$ cat config.mk
export PLATFORM = sky130hd
export DESIGN_NAME = adxl362_spi_master
export DESIGN_NICKNAME = d
export VERILOG_FILES = /design/src/rtl/adxl362_spi_master.sv
export SDC_FILE = /design/constraint.sdc
export NUM_CORES = 1
export LEC_CHECK = 0
export ABC_AREA = 1
export CAP_MARGIN = 5
export CORE_MARGIN = 5
export CORE_UTILIZATION = 57
export DETAILED_ROUTE_END_ITERATION = 6
export DONT_BUFFER_PORTS = 1
export PLACE_DENSITY = 0.83
export SLEW_MARGIN = 15
export SYNTH_ARGS = -nofsm -noshare
export SYNTH_HDL_FRONTEND = slang
export SYNTH_SLANG_ARGS = --single-unit
$ cat constraint.sdc
create_clock -name clk -period 1.71 [get_ports clk]
set_input_delay 0.0855 -clock clk [delete_from_list [all_inputs] [get_ports clk]]
set_output_delay 0.0855 -clock clk [all_outputs]
set_load 0.01 [all_outputs]
$ cat src/rtl/adxl362_spi_master.sv
// rtl/adxl362_spi_master.sv - SPI mode-0 master for ADXL362 register read/write bursts
module adxl362_spi_master #(
    parameter int CLK_DIV = 4
) (
    input  logic       clk,
    input  logic       rst,
    input  logic       start,
    input  logic       cmd_write,
    input  logic [7:0] addr,
    input  logic [7:0] wdata,
    input  logic [3:0] len,
    output logic       busy,
    output logic [7:0] rdata,
    output logic       rdata_valid,
    output logic       done,
    output logic       sclk,
    output logic       cs_n,
    output logic       mosi,
    input  logic       miso
);

    localparam logic [7:0] DIV_LAST  = 8'(CLK_DIV - 1);
    localparam logic [7:0] CMD_WRITE = 8'h0A;
    localparam logic [7:0] CMD_READ  = 8'h0B;

    typedef enum logic [2:0] {
        IDLE,
        SETUP,
        SHIFT,
        HOLD,
        GAP
    } state_t;

    state_t      state_q;
    logic [7:0]  cnt_q;
    logic [2:0]  bit_q;
    logic [4:0]  byte_q;
    logic [4:0]  nbytes_q;
    logic        wr_q;
    logic [7:0]  addr_q;
    logic [7:0]  wdata_q;
    logic [7:0]  tx_q;
    logic [7:0]  rx_q;
    logic        sclk_q;
    logic        cs_n_q;
    logic        mosi_q;
    logic        busy_q;
    logic        done_q;
    logic        rv_q;
    logic [7:0]  rdata_q;

    logic        phase_end_d;
    logic [7:0]  cnt_d;
    logic        last_bit_d;
    logic [7:0]  next_byte_d;
    logic [7:0]  rx_d;
    logic [7:0]  cmd_d;
    logic [3:0]  len_eff_d;
    logic [4:0]  nbytes_d;

    // Phase timing, byte sequencing and start-time decode of the request.
    always_comb begin
        phase_end_d = (cnt_q == DIV_LAST);
        cnt_d       = phase_end_d ? 8'd0 : cnt_q + 8'd1;
        last_bit_d  = (bit_q == 3'd7) && (byte_q == nbytes_q - 5'd1);
        // Byte 0 is the command, byte 1 the address, the rest are data.
        next_byte_d = (byte_q == 5'd0) ? addr_q : (wr_q ? wdata_q : 8'h00);
        rx_d        = {rx_q[6:0], miso};
        cmd_d       = cmd_write ? CMD_WRITE : CMD_READ;
        len_eff_d   = (len == 4'd0) ? 4'd1 : len;
        nbytes_d    = cmd_write ? 5'd3 : ({1'b0, len_eff_d} + 5'd2);
    end

    // Transaction FSM with all SPI pins and status outputs registered.
    always_ff @(posedge clk) begin
        if (rst) begin
            state_q  <= IDLE;
            cnt_q    <= 8'd0;
            bit_q    <= 3'd0;
            byte_q   <= 5'd0;
            nbytes_q <= 5'd0;
            wr_q     <= 1'b0;
            addr_q   <= 8'h00;
            wdata_q  <= 8'h00;
            tx_q     <= 8'h00;
            rx_q     <= 8'h00;
            sclk_q   <= 1'b0;
            cs_n_q   <= 1'b1;
            mosi_q   <= 1'b0;
            busy_q   <= 1'b0;
            done_q   <= 1'b0;
            rv_q     <= 1'b0;
            rdata_q  <= 8'h00;
        end else begin
            done_q <= 1'b0;
            rv_q   <= 1'b0;
            case (state_q)
                IDLE: begin
                    if (start) begin
                        state_q  <= SETUP;
                        wr_q     <= cmd_write;
                        addr_q   <= addr;
                        wdata_q  <= wdata;
                        nbytes_q <= nbytes_d;
                        tx_q     <= cmd_d;
                        mosi_q   <= cmd_d[7];
                        cs_n_q   <= 1'b0;
                        busy_q   <= 1'b1;
                        sclk_q   <= 1'b0;
                        cnt_q    <= 8'd0;
                        bit_q    <= 3'd0;
                        byte_q   <= 5'd0;
                    end
                end
                SETUP: begin
                    cnt_q <= cnt_d;
                    if (phase_end_d) begin
                        state_q <= SHIFT;
                    end
                end
                SHIFT: begin
                    cnt_q <= cnt_d;
                    if (phase_end_d) begin
                        if (!sclk_q) begin
                            // Rising sclk: sample miso; a full data byte goes to rdata.
                            sclk_q <= 1'b1;
                            rx_q   <= rx_d;
                            if (bit_q == 3'd7 && byte_q >= 5'd2 && !wr_q) begin
                                rdata_q <= rx_d;
                                rv_q    <= 1'b1;
                            end
                        end else begin
                            // Falling sclk: advance to the next bit or finish.
                            sclk_q <= 1'b0;
                            if (last_bit_d) begin
                                state_q <= HOLD;
                            end else if (bit_q == 3'd7) begin
                                bit_q  <= 3'd0;
                                byte_q <= byte_q + 5'd1;
                                tx_q   <= next_byte_d;
                                mosi_q <= next_byte_d[7];
                            end else begin
                                bit_q  <= bit_q + 3'd1;
                                tx_q   <= {tx_q[6:0], 1'b0};
                                mosi_q <= tx_q[6];
                            end
                        end
                    end
                end
                HOLD: begin
                    cnt_q <= cnt_d;
                    if (phase_end_d) begin
                        state_q <= GAP;
                        cs_n_q  <= 1'b1;
                        mosi_q  <= 1'b0;
                    end
                end
                GAP: begin
                    cnt_q <= cnt_d;
                    if (phase_end_d) begin
                        state_q <= IDLE;
                        done_q  <= 1'b1;
                        busy_q  <= 1'b0;
                    end
                end
                default: state_q <= IDLE;
            endcase
        end
    end

    assign busy        = busy_q;
    assign rdata       = rdata_q;
    assign rdata_valid = rv_q;
    assign done        = done_q;
    assign sclk        = sclk_q;
    assign cs_n        = cs_n_q;
    assign mosi        = mosi_q;

endmodule

# Word-level counts from Yosys, hierarchy flattened
# Index checks and enable logic that the tools add are counted.
totals:
  ff_bits: 69
  latch_bits: 0
  ram_bits: 0
  romBits: 0
  inputBits: 25
  output_inout_bits: 14
  word_cells: 120
  mem_count: 0
op_classes:
  n_addsub: 5
  n_mul: 0
  div_mod_pow: 0
  magnitude_cmp: 1
  eq_ne: 16
  shift: 0
  mux: 51
  bitwise_logic: 4
  n_reduce_logical: 26
op_table:
  columns: ["operator", "count"]
  rows:
  - ["3-bit two-way mux", 12]
  - ["7-bit two-way mux", 5]
  - ["8-bit two-way mux", 4]
  - ["5-bit two-way mux", 6]
  - ["2-bit inequality test, second input constant", 9]
  - ["8-bit case mux with 2 select lines", 1]
  - ["3-bit case mux with 5 select lines", 1]
  - ["1-bit two-way mux", 14]
  - ["7-bit case mux with 2 select lines", 1]
  - ["3-bit AND reduction", 4]
  - ["6-bit AND reduction", 2]
  - ["5-bit case mux with 2 select lines", 1]
  - ["8-bit by 1-bit adder with 8-bit output, second input constant", 1]
  - ["8-bit by 2-bit == test with 1-bit output, second input constant", 1]
  - ["2-bit nonzero test", 4]
  - ["4-bit OR reduction", 2]
  - ["7-bit AND reduction", 1]
  - ["3-bit by 2-bit == test with 1-bit output, second input constant", 2]
  - ["3-bit == test, second input constant", 2]
  - ["1-bit case mux with 2 select lines", 3]
  - ["3-bit case mux with 2 select lines", 1]
  - ["4-bit by 2-bit adder with 5-bit output, second input constant", 1]
  - ["5-bit by 1-bit adder with 5-bit output, second input constant", 1]
  - ["5-bit == test", 1]
  - ["other kinds (17)", 23]

# Longest topological paths before layout
depth:
  ltp_word: 7
  depth_mapped: 13
  ltp_nobuf: 12

# Worst setup path before layout
# OpenSTA, ideal clock, no wires.
synth_timing:
  kind: "register to register"
  start: "register nbytes_q[0]"
  end: "register tx_q[1]"
  setup_time_ns: 0.113
  t_arrival_ns: 1.617
  required_time_ns: 1.597
  path_slack_ns: -0.020
  stages_incl_launch_ff: 14
  n_path_buf: 1
  synth_period_minus_slack_ns: 1.730
  cell_sequence: "dfxtp_1 inv_1 ha_1 nand2_1 inv_1 nor2_1 nand3_1 nor2_2 nand3_4 nand3_2 buf_6 nand2_1 nand2_1 nor2_1"
synth_via:
  elab_chain_cells: 5
synth_rtl:
  columns: ["item", "line_no", "source"]
  rows:
  - ["start, declared", "38", "logic [4:0] nbytes_q;"]
  - ["start signal, assigned", "104", "nbytes_q <= nbytes_d;"]
  - ["5-bit by 1-bit subtractor with 5-bit output", "65", "last_bit_d = (bit_q == 3'd7) && (byte_q == nbytes_q - 5'd1);"]
  - ["5-bit == test", "65", null]
  - ["1-bit logical AND", "65", null]
  - ["2-bit inequality test (no source line)", null, null]
  - ["5-bit AND reduction (no source line)", null, null]
  - ["end signal, assigned", "105", "tx_q <= cmd_d;"]
  - ["end signal, assigned", "140", "tx_q <= next_byte_d;"]
  - ["end signal, assigned", "144", "tx_q <= {tx_q[6:0], 1'b0};"]
  - ["end, declared", "42", "logic [7:0] tx_q;"]
# Every way passes these cells.
# A chain may end at the register's enable or synchronous reset.

# Worst setup path in the final report
layout_timing:
  start: "register nbytes_q[0]"
  end: "register tx_q[6]"
# The elaborated chain is that of the path after synthesis.

==> out/metrics.yaml <==
status: "finished with violations"
violations: "negative hold slack"
async_flop_share_pct: 0
ir_drop_v: 0.000738
synth_compound_area_share_pct: 14.8
critPathRequiredTime_ns: 1.90
wl_um: 8840
synth.mux.area_fraction_pct: 0
synth.area.top_cells: "dfxtp_1 41%, nand2_1 11%, nor2_1 8.5%, o21ai_0 6.5%, inv_1 5.1%"
worst_pin_slew_ns: 1.02
cp-end-kind: "flop"
drtIter0Drc: 284
cts_buffer_depth: 2
post_drt_via_cell_ratio: 5.43
final_cells: 617
p_per_area_mw_per_mm2: 1490
start_util_pct: 58.2
synth_common_cells: "99 x nand2_1, 77 x nor2_1, 69 x dfxtp_1"
synth_area_per_cell_um2: 7.05
dp.cells: 569
grt_setup_unrepaired: "yes"
ios: 39
switching_share_pct: 40.7
fillers: 411
power_frac_seq_pct: 33.3
tritoncts: "yes"
yosys.area_share.simple_pct: 32.6
synthAdderAreaFrac_pct: 2.94
synth_top_cell_by_area: "dfxtp_1"
dp_hpwl_um: 5680
grtUsageTotal_pct: 23.5
hold_viol: 1
max_cap_violations: 0
cts_root_buffer: "clkbuf_8"
setup_viol: 0
path_max_fanout: 6
path_class: "flop to flop"
syn_to_final_growth_pct: 25.5
yosysMostFrequentCell: "nand2_1"
grt_pass1_vias: 3189
p_int_uw: 3780
rows: 28
htreeDepth: 3
detail_route.first_pass.iterations: 5
port_buffers: 0
vias: 3349
ys_seq_area_share_pct: 40.6
ys_warn_count: 0
start_kind: "flop"
layout-drive-gt1-share_pct: 21.6
ys.flop_type: "dfxtp_1"
die_w_um: 87.3
die_h_um: 87.3
fmax_mhz: 589
power_frac_comb_pct: 43.2
synth.net_count: 516
power.share.clock_pct: 23.5
place_congestion: 0.922
wl_per_cell_um: 14.3
grt_pass1_wl_um: 14300
antenna_found_initial: 0
power_leakage_uw: 0.00186
clock_skew_ns: 0.0114
p_switching_uw: 2590
synth_top_family_by_area: "simple AND/OR/NAND/NOR gates"
clk_latency_ns: 0.35
period_share_pct: 99.3
synth_top_area_share_pct: 40.6
cts.clk_slew.worst_paths_ns: 0.07
timing.hold.ws_ns: -0.0288
drc: 0
dp_slack_ns: -0.0126
design.die.area_mm2: 0.00762
slew_headroom_pct: 31.5
fin_ws_ns: 0.0113
synth.cell_area_mm2: 0.00340
cts_buffers: 9
synth_cell_type_count: 39
synth-edff-count: 0
antenna_cells: 0
grt-ovfl-total: 0
ys_ff_latch: 69
grt_max_degree: 30
drv_slew: 0
nets: 570
synthXorXnorAreaFrac_pct: 1.03
antenna_left: 0
clock-sinks: 69
fin_crit_ns: 1.70
hold_path_class: "input pin to flop"
synthCells: 483
core_area_mm2: 0.00585
critPathArrivalTime_ns: 1.89
[layout make-up]
| cell class | count | area (um^2) | share of cell area [%] |
|---|---|---|---|
| repair buffers | 54 | 483 | 11.3 |
| clock inverters | 6 | 93.8 | 2.20 |
| multi-input cells | 346 | 1870 | 43.7 |
| clock buffers | 10 | 128 | 2.99 |
| well taps | 75 | 93.8 | 2.20 |
| flip-flops and latches | 69 | 1390 | 32.5 |
| inverters | 57 | 216 | 5.07 |
[timing repair]
action / 4_1_cts / 5_1_grt
buffers inserted: 0 / 7
pin swaps: 3 / 11
resized for setup: 6 / 34
setup endpoints to repair: 12 / 33
hold buffers: 19 / 4
gates cloned: 0 / 2
endpoints found under the hold margin: 40 / 20
[critical path: stages, from the launching register on]
cell	delay (ns)
dfxtp_2	0.34
inv_2	0.05
ha_4	0.23
nand2_2	0.05
inv_2	0.03
nor2_2	0.09
nand3_1	0.09
nor2_2	0.15
nand2_1	0.14
buf_4	0.19
nand4_1	0.10
a21oi_2	0.06
[kinds of logic after synthesis]
group / Yosys count
DFF: 69
buffers and inverters: 70
and+or+nand+nor: 244
xor gates and xnor gates: 4
AOI/OAI and AO/OA: 88
adders and majority gates: 8
[layer usage]
layer	GRT usage, %	part of all wire (%)	vias to the layer above
met4	10.2	2.5	0
li1	-	-	1689
met1	28.6	43	1533
met3	4.07	6.8	27
met5	0	0	-
met2	40.5	48	100
[power groups by stage]
stage | logic (uW) | registers [uW] | clock network, uW
floorplan | 1750 | 2070 | 0
global placement | 2240 | 2110 | 0
detailed placement | 2310 | 2120 | 0
CTS | 2410 | 2090 | 1510
global route | 3090 | 2150 | 1580
finish | 2750 | 2120 | 1500
[per-stage QoR]
| step | area [um^2] | setup TNS [ns] | utilization, % | power, uW | hold slack [ns] |
|---|---|---|---|---|---|
| final | 4270 | 0 | 73.0 | 6370 | -0.0288 |
| after global routing | 4270 | -0.971 | 73.0 | 6810 | 0.0178 |
| after CTS | 4060 | -0.0107 | 69.5 | 6010 | -0.215 |
| after detailed placement | 3630 | -0.0648 | 62.0 | 4430 | 0.156 |
| after global placement | 3630 | 0 | 62.0 | 4350 | 0.155 |
| after floorplan | 3400 | 0 | - | 3820 | 0.164 |
[state kept, by name (all words and copies together) (netlist names), 3 cells and up]
register	count
rdata	8
nbytes_q	5
rx_q	7
wdata_q	8
cnt_q	8
addr_q	8
tx_q	7
byte_q	5
state_q	3
bit_q	3
[final timing paths]
path | depth (start not counted) | from | endpoint | slack (ns)
worst min-delay path | 2 | len[0] | nbytes_q[0]$_SDFFE_PP0P_ | -0.03
worst max register to register | 11 | nbytes_q[0]$_SDFFE_PP0P_ | tx_q[6]$_SDFFE_PP0P_ | 0.01
worst max-delay path | 11 | nbytes_q[0]$_SDFFE_PP0P_ | tx_q[6]$_SDFFE_PP0P_ | 0.01
worst min register to register | 2 | wdata_q[2]$_SDFFE_PP0P_ | wdata_q[2]$_SDFFE_PP0P_ | 0.46
[cell usage in the layout, fill, tap and decap left out, types with 2 or more instances in the layout]
cell type	n
nand2_1	89
nor2_1	75
dfxtp_1	63
o21ai_0	43
inv_1	41
buf_4	28
nand3_1	24
a21oi_1	23
dlygate4sd3_1	23
nand4_1	17
inv_2	15
nand2_2	14
clkbuf_8	9
nor2_2	7
a21oi_2	7
dfxtp_2	6
nor2_4	5
ha_1	4
nor3_1	3
nand3_2	3
o211ai_1	3
xor2_1	3
ha_4	3
a221oi_1	2
nand3_4	2
o21ai_2	2
o21ai_1	2
nor3b_1	2
bufinv_16	2
inv_6	2
buf_6	2
No activity file was read; power rests on OpenSTA's default activity.
